## config.mk

```make
export PLATFORM = sky130hd
export DESIGN_NAME = sixbit_operand_entry
export DESIGN_NICKNAME = d
export VERILOG_FILES = /design/src/rtl/sixbit_operand_entry.sv
export SDC_FILE = /design/constraint.sdc
export NUM_CORES = 1
export LEC_CHECK = 0
export CORE_UTILIZATION = 40
export CTS_CLUSTER_SIZE = 12
export DETAILED_ROUTE_END_ITERATION = 8
export PLACE_DENSITY_LB_ADDON = 0.05
export SLEW_MARGIN = 40
export SYNTH_ARGS = -nofsm -noshare
export SYNTH_HDL_FRONTEND = slang
export SYNTH_SLANG_ARGS = --single-unit
```

## constraint.sdc

```tcl
create_clock -name i_clk -period 2.62 [get_ports i_clk]
set_input_delay 0.655 -clock i_clk [delete_from_list [all_inputs] [get_ports i_clk]]
set_output_delay 0.655 -clock i_clk [all_outputs]
set_load 0.1 [all_outputs]
```

## src/rtl/sixbit_operand_entry.sv

```systemverilog
// Keypad operand front end: accumulates decimal digits, issues the operand to a function unit, captures its result.
// Optional build macro SIXBIT_ENTRY_NEG_EN adds a NEG key (two's-complement operand, 31 limit).
module sixbit_operand_entry #(
    parameter int SETTLE_CYCLES = 2,
    parameter int MAX_DIGITS    = 2
) (
    input  logic       i_clk,
    input  logic       i_rst,
    input  logic       i_key_valid,
    input  logic [3:0] i_key_code,
    output logic       o_key_ready,
    output logic [5:0] o_operand,
    output logic       o_operand_valid,
    input  logic [5:0] i_func_result,
    input  logic       i_func_ovf,
    output logic [5:0] o_result,
    output logic       o_result_ovf,
    output logic       o_result_valid,
    output logic       o_entry_ovf,
    output logic [1:0] o_dbg_state
);
    // Handshake: a key is consumed on a rising edge where i_key_valid && o_key_ready.
    // o_key_ready is high only in ENTRY; keys offered at other times are dropped, never queued.
    typedef enum logic [1:0] {
        ST_ENTRY   = 2'd0,
        ST_ISSUE   = 2'd1,
        ST_CAPTURE = 2'd2
    } state_t;

    localparam logic [3:0] KEY_CLEAR = 4'hA;
    localparam logic [3:0] KEY_ENTER = 4'hB;
    localparam int CW  = $clog2(MAX_DIGITS + 1);
    localparam int SCW = (SETTLE_CYCLES > 1) ? $clog2(SETTLE_CYCLES) : 1;
    localparam logic [CW-1:0]  DIGIT_MAX   = CW'(MAX_DIGITS);
    localparam logic [SCW-1:0] SETTLE_LAST = SCW'(SETTLE_CYCLES - 1);
`ifdef SIXBIT_ENTRY_NEG_EN
    localparam logic [3:0] KEY_NEG = 4'hC;
    localparam logic [5:0] LIMIT   = 6'd31;
`else
    localparam logic [5:0] LIMIT   = 6'd63;
`endif

    state_t         r_state;
    logic [5:0]     r_acc;
    logic [CW-1:0]  r_count;
    logic [SCW-1:0] r_settle;
    logic [5:0]     r_operand;
    logic [5:0]     r_result;
    logic           r_result_ovf;
    logic           r_result_valid;
    logic           r_entry_ovf;
`ifdef SIXBIT_ENTRY_NEG_EN
    logic           r_neg;
`endif

    logic [9:0] w_sum;
    logic       w_fire;
    logic       w_is_digit;
    logic [5:0] w_issue_val;

    // Widened so 63*10+9 cannot wrap before the saturation compare.
    assign w_sum      = ({4'd0, r_acc} * 10'd10) + {6'd0, i_key_code};
    assign w_fire     = i_key_valid && (r_state == ST_ENTRY);
    assign w_is_digit = (i_key_code <= 4'd9);
`ifdef SIXBIT_ENTRY_NEG_EN
    assign w_issue_val = r_neg ? (~r_acc + 6'd1) : r_acc;
`else
    assign w_issue_val = r_acc;
`endif

    always_ff @(posedge i_clk) begin
        if (i_rst) begin
            r_state        <= ST_ENTRY;
            r_acc          <= '0;
            r_count        <= '0;
            r_settle       <= '0;
            r_operand      <= '0;
            r_result       <= '0;
            r_result_ovf   <= 1'b0;
            r_result_valid <= 1'b0;
            r_entry_ovf    <= 1'b0;
`ifdef SIXBIT_ENTRY_NEG_EN
            r_neg          <= 1'b0;
`endif
        end else begin
            r_result_valid <= 1'b0;
            case (r_state)
                ST_ENTRY: begin
                    if (w_fire) begin
                        if (w_is_digit) begin
                            if (r_count < DIGIT_MAX) begin
                                r_count <= r_count + 1'b1;
                                if (w_sum > {4'd0, LIMIT}) begin
                                    r_acc       <= LIMIT;
                                    r_entry_ovf <= 1'b1;
                                end else begin
                                    r_acc <= w_sum[5:0];
                                end
                            end else begin
                                r_entry_ovf <= 1'b1;
                            end
                        end else begin
                            case (i_key_code)
                                KEY_CLEAR: begin
                                    r_acc       <= '0;
                                    r_count     <= '0;
                                    r_entry_ovf <= 1'b0;
`ifdef SIXBIT_ENTRY_NEG_EN
                                    r_neg       <= 1'b0;
`endif
                                end
                                KEY_ENTER: begin
                                    r_operand <= w_issue_val;
                                    r_settle  <= '0;
                                    r_state   <= ST_ISSUE;
                                end
`ifdef SIXBIT_ENTRY_NEG_EN
                                KEY_NEG: r_neg <= ~r_neg;
`endif
                                default: ;
                            endcase
                        end
                    end
                end
                ST_ISSUE: begin
                    if (r_settle == SETTLE_LAST) begin
                        r_state <= ST_CAPTURE;
                    end else begin
                        r_settle <= r_settle + 1'b1;
                    end
                end
                ST_CAPTURE: begin
                    // entry_ovf is folded in before it is cleared for the next operand.
                    r_result       <= i_func_result;
                    r_result_ovf   <= i_func_ovf | r_entry_ovf;
                    r_result_valid <= 1'b1;
                    r_acc          <= '0;
                    r_count        <= '0;
                    r_entry_ovf    <= 1'b0;
`ifdef SIXBIT_ENTRY_NEG_EN
                    r_neg          <= 1'b0;
`endif
                    r_state        <= ST_ENTRY;
                end
                default: r_state <= ST_ENTRY;
            endcase
        end
    end

    assign o_key_ready     = (r_state == ST_ENTRY);
    assign o_operand_valid = (r_state != ST_ENTRY);
    assign o_operand       = r_operand;
    assign o_result        = r_result;
    assign o_result_ovf    = r_result_ovf;
    assign o_result_valid  = r_result_valid;
    assign o_entry_ovf     = r_entry_ovf;
    assign o_dbg_state     = r_state;
endmodule

```

## Word-level counts from Yosys, hierarchy flattened

Index checks and enable logic that the tools add are counted.
Widths: inputs -> output; s select.

| storage, ports and cells | value |
|---|---|
| flip-flop bits (word level) | 26 |
| bits of input ports | 14 |
| output and inout bits | 19 |
| logic and storage cells | 67 |

| cells by class | value |
|---|---|
| add/sub/neg operators | 3 |
| $mul | 1 |
| order comparisons | 3 |
| equal/unequal tests | 11 |
| muxes and demuxes | 28 |
| bitwise logic cells | 2 |
| reductions and logical operators | 10 |

Operators by type and width:

| operator | number |
|---|---|
| $mux 6 | 5 |
| $reduce_and 4->1 | 5 |
| $mux 2 | 8 |
| $pmux 6 s2 | 1 |
| $add 10x4->10 | 1 |
| $gt 10x6->1 const B | 1 |
| $mux 1 | 10 |
| $mul 6x3->9 const B | 1 |
| $eq 4x4->1 const B | 2 |
| $pmux 2 s2 | 2 |
| $reduce_bool 2->1 | 3 |
| $le 4x4->1 const B | 1 |
| $ne 2x1->1 const B | 2 |
| $ne 2x2->1 const B | 2 |
| $ne 4x3->1 const B | 1 |
| $pmux 1 s2 | 2 |
| $ne 3x1->1 const B | 1 |
| $ne 3x2->1 const B | 1 |
| $add 2x1->2 const B | 1 |
| $eq 2x1->1 const B | 1 |
| $eq 2x2->1 const B | 1 |
| $logic_not 2->1 | 1 |
| $lt 2x2->1 const B | 1 |
| $add 1x1->1 const B | 1 |
| 3 further kinds | 3 |

## Logic depth before layout (Yosys ltp)

| logic depth | value |
|---|---|
| depth after elaboration | 8 |
| depth in mapped cells | 9 |
| gate-level depth less buffers | 9 |

## Least setup slack after synthesis

No wires, ideal clock.

| timing path | value |
|---|---|
| path kind | flip-flop to output port |
| from | register r_state[0], in the netlist o_dbg_state[0] |
| to | output port o_key_ready |
| arrival time | 2.544 ns |
| required time | 1.965 ns |
| path slack | -0.579 ns |
| cell stages (with the launch flop) | 3 |
| buffers on the path | 0 |
| cell sequence | dfxtp_1 > or2_1 > inv_1 |

| on the way | value |
|---|---|
| cells in the longest elaborated chain, start to end | 1 |

Ends and longest elaborated chain:

| element | line | source |
|---|---|---|
| start: declaration | 43 | `state_t r_state;` |
| start signal: assignment | 73 | `r_state <= ST_ENTRY;` |
| start signal: assignment | 115 | `r_state <= ST_ISSUE;` |
| start signal: assignment | 127 | `r_state <= ST_CAPTURE;` |
| $logic_not 2->1 | 150 | `assign o_key_ready = (r_state == ST_ENTRY);` |
| end: declaration | 11 | `output logic o_key_ready,` |

Every way passes these cells.

## Worst setup path after layout

| timing path | value |
|---|---|
| from | register r_acc[1] |
| to | register r_acc[0] |

| on the way | value |
|---|---|
| cells in the longest elaborated chain, start to end | 8 |

Ends and longest elaborated chain:

| element | line | source |
|---|---|---|
| start: declaration | 44 | `logic [5:0] r_acc;` |
| start signal: assignment | 97 | `r_acc <= w_sum[5:0];` |
| $mul 6x3->9 | 62 | `assign w_sum = ({4'd0, r_acc} * 10'd10) + {6'd0, i_key_code};` |
| $add 10x4->10 | 62 |  |
| $gt 10x6->1 | 93 | `if (w_sum > {4'd0, LIMIT}) begin` |
| $mux 6 | 93 |  |
| $mux 6 | 91 | `if (r_count < DIGIT_MAX) begin` |
| $mux 6 | 90 | `if (w_is_digit) begin` |
| $mux 6 | 89 | `if (w_fire) begin` |
| $pmux 6 s2 | 87 | `case (r_state)` |

Every way passes these cells. The select of a mux whose other input is x is not followed.
A chain may end at the register's enable or synchronous reset.

==> metrics.txt <==
Setup Skew=0.00298 ns; design area=~1900 sq um; Worst-Skew Late Latency=0.31 ns; clock root cell=clkbuf_4; Critical Path AT=2.74 ns; Synth area leaders=dfxtp_1 38%, ha_1 10%, nand2_1 4.7%; half-perimeter wire length after placement=around 2.4 mm; top-area cell type share of the netlist area=0.380; H-tree depth=1; startpoint types=register; Num CTS Buffers=3; I/O pins=33; actual slew at the worst max-slew pin=between 0.4 and 0.5 ns; Max FO, Critical Path=8; reg2reg start=r_acc[1]; min cycle time layout=approximately 2.5 ns; pin count of the biggest net entering global routing=24; cell mode on critical path=ha_4; post-route ant nets=0; clock buffer depth=2; DRC=0; part of the cycle the worst path needs=0.961; clock-pin slew on the worst setup and hold paths=~0.14 ns; Via density=slightly below 5; Port Buffers=32; outcome=completed; r2r setup slk=around 0.1 ns; endpoints failing setup=0; grt ovf=0; First-pass DRT Iterations=4; Power Internal=a little over 800 uW; Fin. Hold Viols=0; Distinct cells, synth=37; Synth Area per Inst=8.95 sq um; share of the core filled with cells=0.603; post-synthesis cell area=1370 sq um; Total Wirelength=around 3 mm; Psw=about 410 uW; Max Fclk=about 0.40 GHz; Hold Path Sink=o_result[1]; die area=around 3700 sq um; share of cells above drive strength 1=0.281; Sequential Power Share=0.368; # nets final=about 230; combinational share of power=0.411; Worst VDD drop=0.000321 V; Ys Warns=0; vias=1,208; syn nets=180; CTS resizes=0; sw frac=0.334; Mapped Cells=153; PD cells=642 nW/um^2; cell taking the most area after synthesis=dfxtp_1; Worst slew margin=0.698; Core Area=3150 sq um; first-pass GRT wire length=5.16 mm; Clock Power Share=0.220; Worst R2R End=r_acc[0]; Max Transition Viols Final=0; synthesis-to-layout area growth=38.8%; chip width=roughly 61 um; hold depth=2; Clock Sink Count=26; routed len/inst=between 10 and 15 um; R2R depth=9; unrepaired setup endpoints after global routing=no; Post-DP Area=1790 sq um; Post CTS Setup Buffer Count=0; Crit-path slowest cell=or3_1; worst min-delay path startpoint=o_result[1]; Worst path max stage delay=about 0.42 ns; RePlAce Congestion=around 0.86; CP required=2.84 ns; Tightest Hold Check Type=reg -> reg; gr usage total=0.186; Die Y=between 60 and 70 um; 1st-iter DRT viols=44; #FFs+latches synth=26; Leak=0.808 nW; Seq/Total Area, Yosys=0.380; antenna violations before repair=0; critical path class=reg -> reg; hold-fix buffers at CTS=0; Rows=20; crit-path cells=ha_4 > ha_4 > inv_2 > fa_2 > nor2b_4 > o311ai_4 > o2111ai_4 > or3_1 > a22o_1; vias in the first global route=about 1,200; CTS tree=built; crit end category=register; Starting Density=0.435; ANT cells=0; Max Cap Viol=0
[cell usage after synthesis]
cell type  count
nor2_1        17
nor3_1         5
or2_1          1
a211oi_1       2
a21oi_1        9
mux2i_1        6
o2111ai_2      1
a31oi_2        1
nand3_1        2
nor3b_1        1
xor2_1         1
nand2_1       17
or3_1          7
o31ai_1        1
a21oi_2        1
nor2_2         1
a41o_1         1
a311o_1        1
o21ai_1        2
ha_1          11
mux2_2         1
a41oi_1        1
o31ai_2        1
or4b_1         1
o21ai_0        1
xnor2_1        3
nand4_1        1
inv_1         11
a22o_1         5
clkbuf_1       3
inv_2          1
fa_1           2
nand2b_1       2
dfxtp_1       26
a21o_1         2
nor2b_1        3
o311ai_2       1
[critical path, delay by kind of cell, from the launching register on]
family                     cells  cell delay [ns]
DFF                            1             0.36
AOI/OAI and AO/OA              3             0.70
and+or+nand+nor                2             0.57
buffers and inverters          1             0.04
adders and majority gates      3             0.78
[metal layers]
layer | track usage | routed length, um | vias up | part of all wire
li1 | - | - | 632 | -
met1 | 0.250 | 1500 | 549 | 0.48
met2 | 0.312 | 1460 | 25 | 0.47
met3 | 0.0277 | 118 | 2 | 0.038
met4 | 0.0455 | 13 | 0 | 0.0042
met5 | 0 | 0 | - | 0
[cell type report]
type / instances / area (sq um)
inverters: 12 / 45.0
multi-input cells: 112 / 850
flip-flops and latches: 26 / 529
clock inverters: 1 / 30.0
clock buffers: 3 / 22.5
repair buffers: 45 / 370
well taps: 44 / 55.1
fillers: 300 / 1250
[state kept, by name, indices dropped and copies added (netlist names)]
| name | count |
|---|---|
| o_entry_ovf | 1 |
| o_result_ovf | 1 |
| o_result | 6 |
| o_dbg_state | 2 |
| r_acc | 6 |
| o_result_valid | 1 |
| r_count | 2 |
| r_settle | 1 |
| o_operand | 6 |
[worst max-delay path by stage]
stage                        startpoint  endpoint
after global routing           r_acc[1]  r_acc[0]
after floorplan                r_acc[1]  r_acc[3]
after global placement    i_key_code[1]  r_acc[3]
after CTS                      r_acc[1]  r_acc[3]
final                          r_acc[1]  r_acc[0]
after detailed placement  i_key_code[1]  r_acc[3]
[power by group through the flow]
stage,clock network (mW),logic [mW],registers (mW)
finish,0.269,0.503,0.450
detailed placement,0,0.444,0.455
CTS,0.274,0.447,0.445
global route,0.287,0.557,0.455
floorplan,0,0.271,0.481
global placement,0,0.430,0.454
[layout by cell type, fill, tap and decap left out, types with 2 or more instances in the layout]
cell type,netlist,routed
buf_4,0,32
dfxtp_1,26,21
nor2_1,17,17
nand2_1,17,17
clkdlybuf4s50_1,0,13
inv_1,11,9
a21oi_1,9,9
ha_1,11,9
or3_1,7,7
mux2i_1,6,6
nor3_1,5,5
a22o_1,5,5
dfxtp_2,0,4
inv_2,1,3
xnor2_1,3,3
clkbuf_4,0,3
nand2b_1,2,2
a21o_1,2,2
o21ai_1,2,2
nor2b_1,3,2
nand3_1,2,2
a211oi_1,2,2
ha_4,0,2
[logic make-up after synthesis]
family,Yosys count,synth area share
AND/OR/NAND/NOR,58,0.200
AO/OA/AOI/OAI,30,0.172
flip-flops,26,0.380
buffers and inverters,15,0.0411
adder cells (fa/ha/maj),13,0.130
multiplexers,7,0.0521
XOR/XNOR,4,0.0256
[stage by stage]
stage | worst slack, ns | TNS, ns | power [mW] | hold slack [ns] | cells
floorplan | 0.163 | 0 | 0.752 | 0.445 | 153
global placement | -0.157 | -0.895 | 0.884 | 0.443 | 239
detailed placement | -0.232 | -1.23 | 0.899 | 0.449 | 239
CTS | 0.0517 | 0 | 1.17 | 0.467 | 243
global route | 0.0207 | 0 | 1.30 | 0.492 | 243
finish | 0.103 | 0 | 1.22 | 0.468 | 243
No activity file was read; power rests on OpenSTA's default activity.
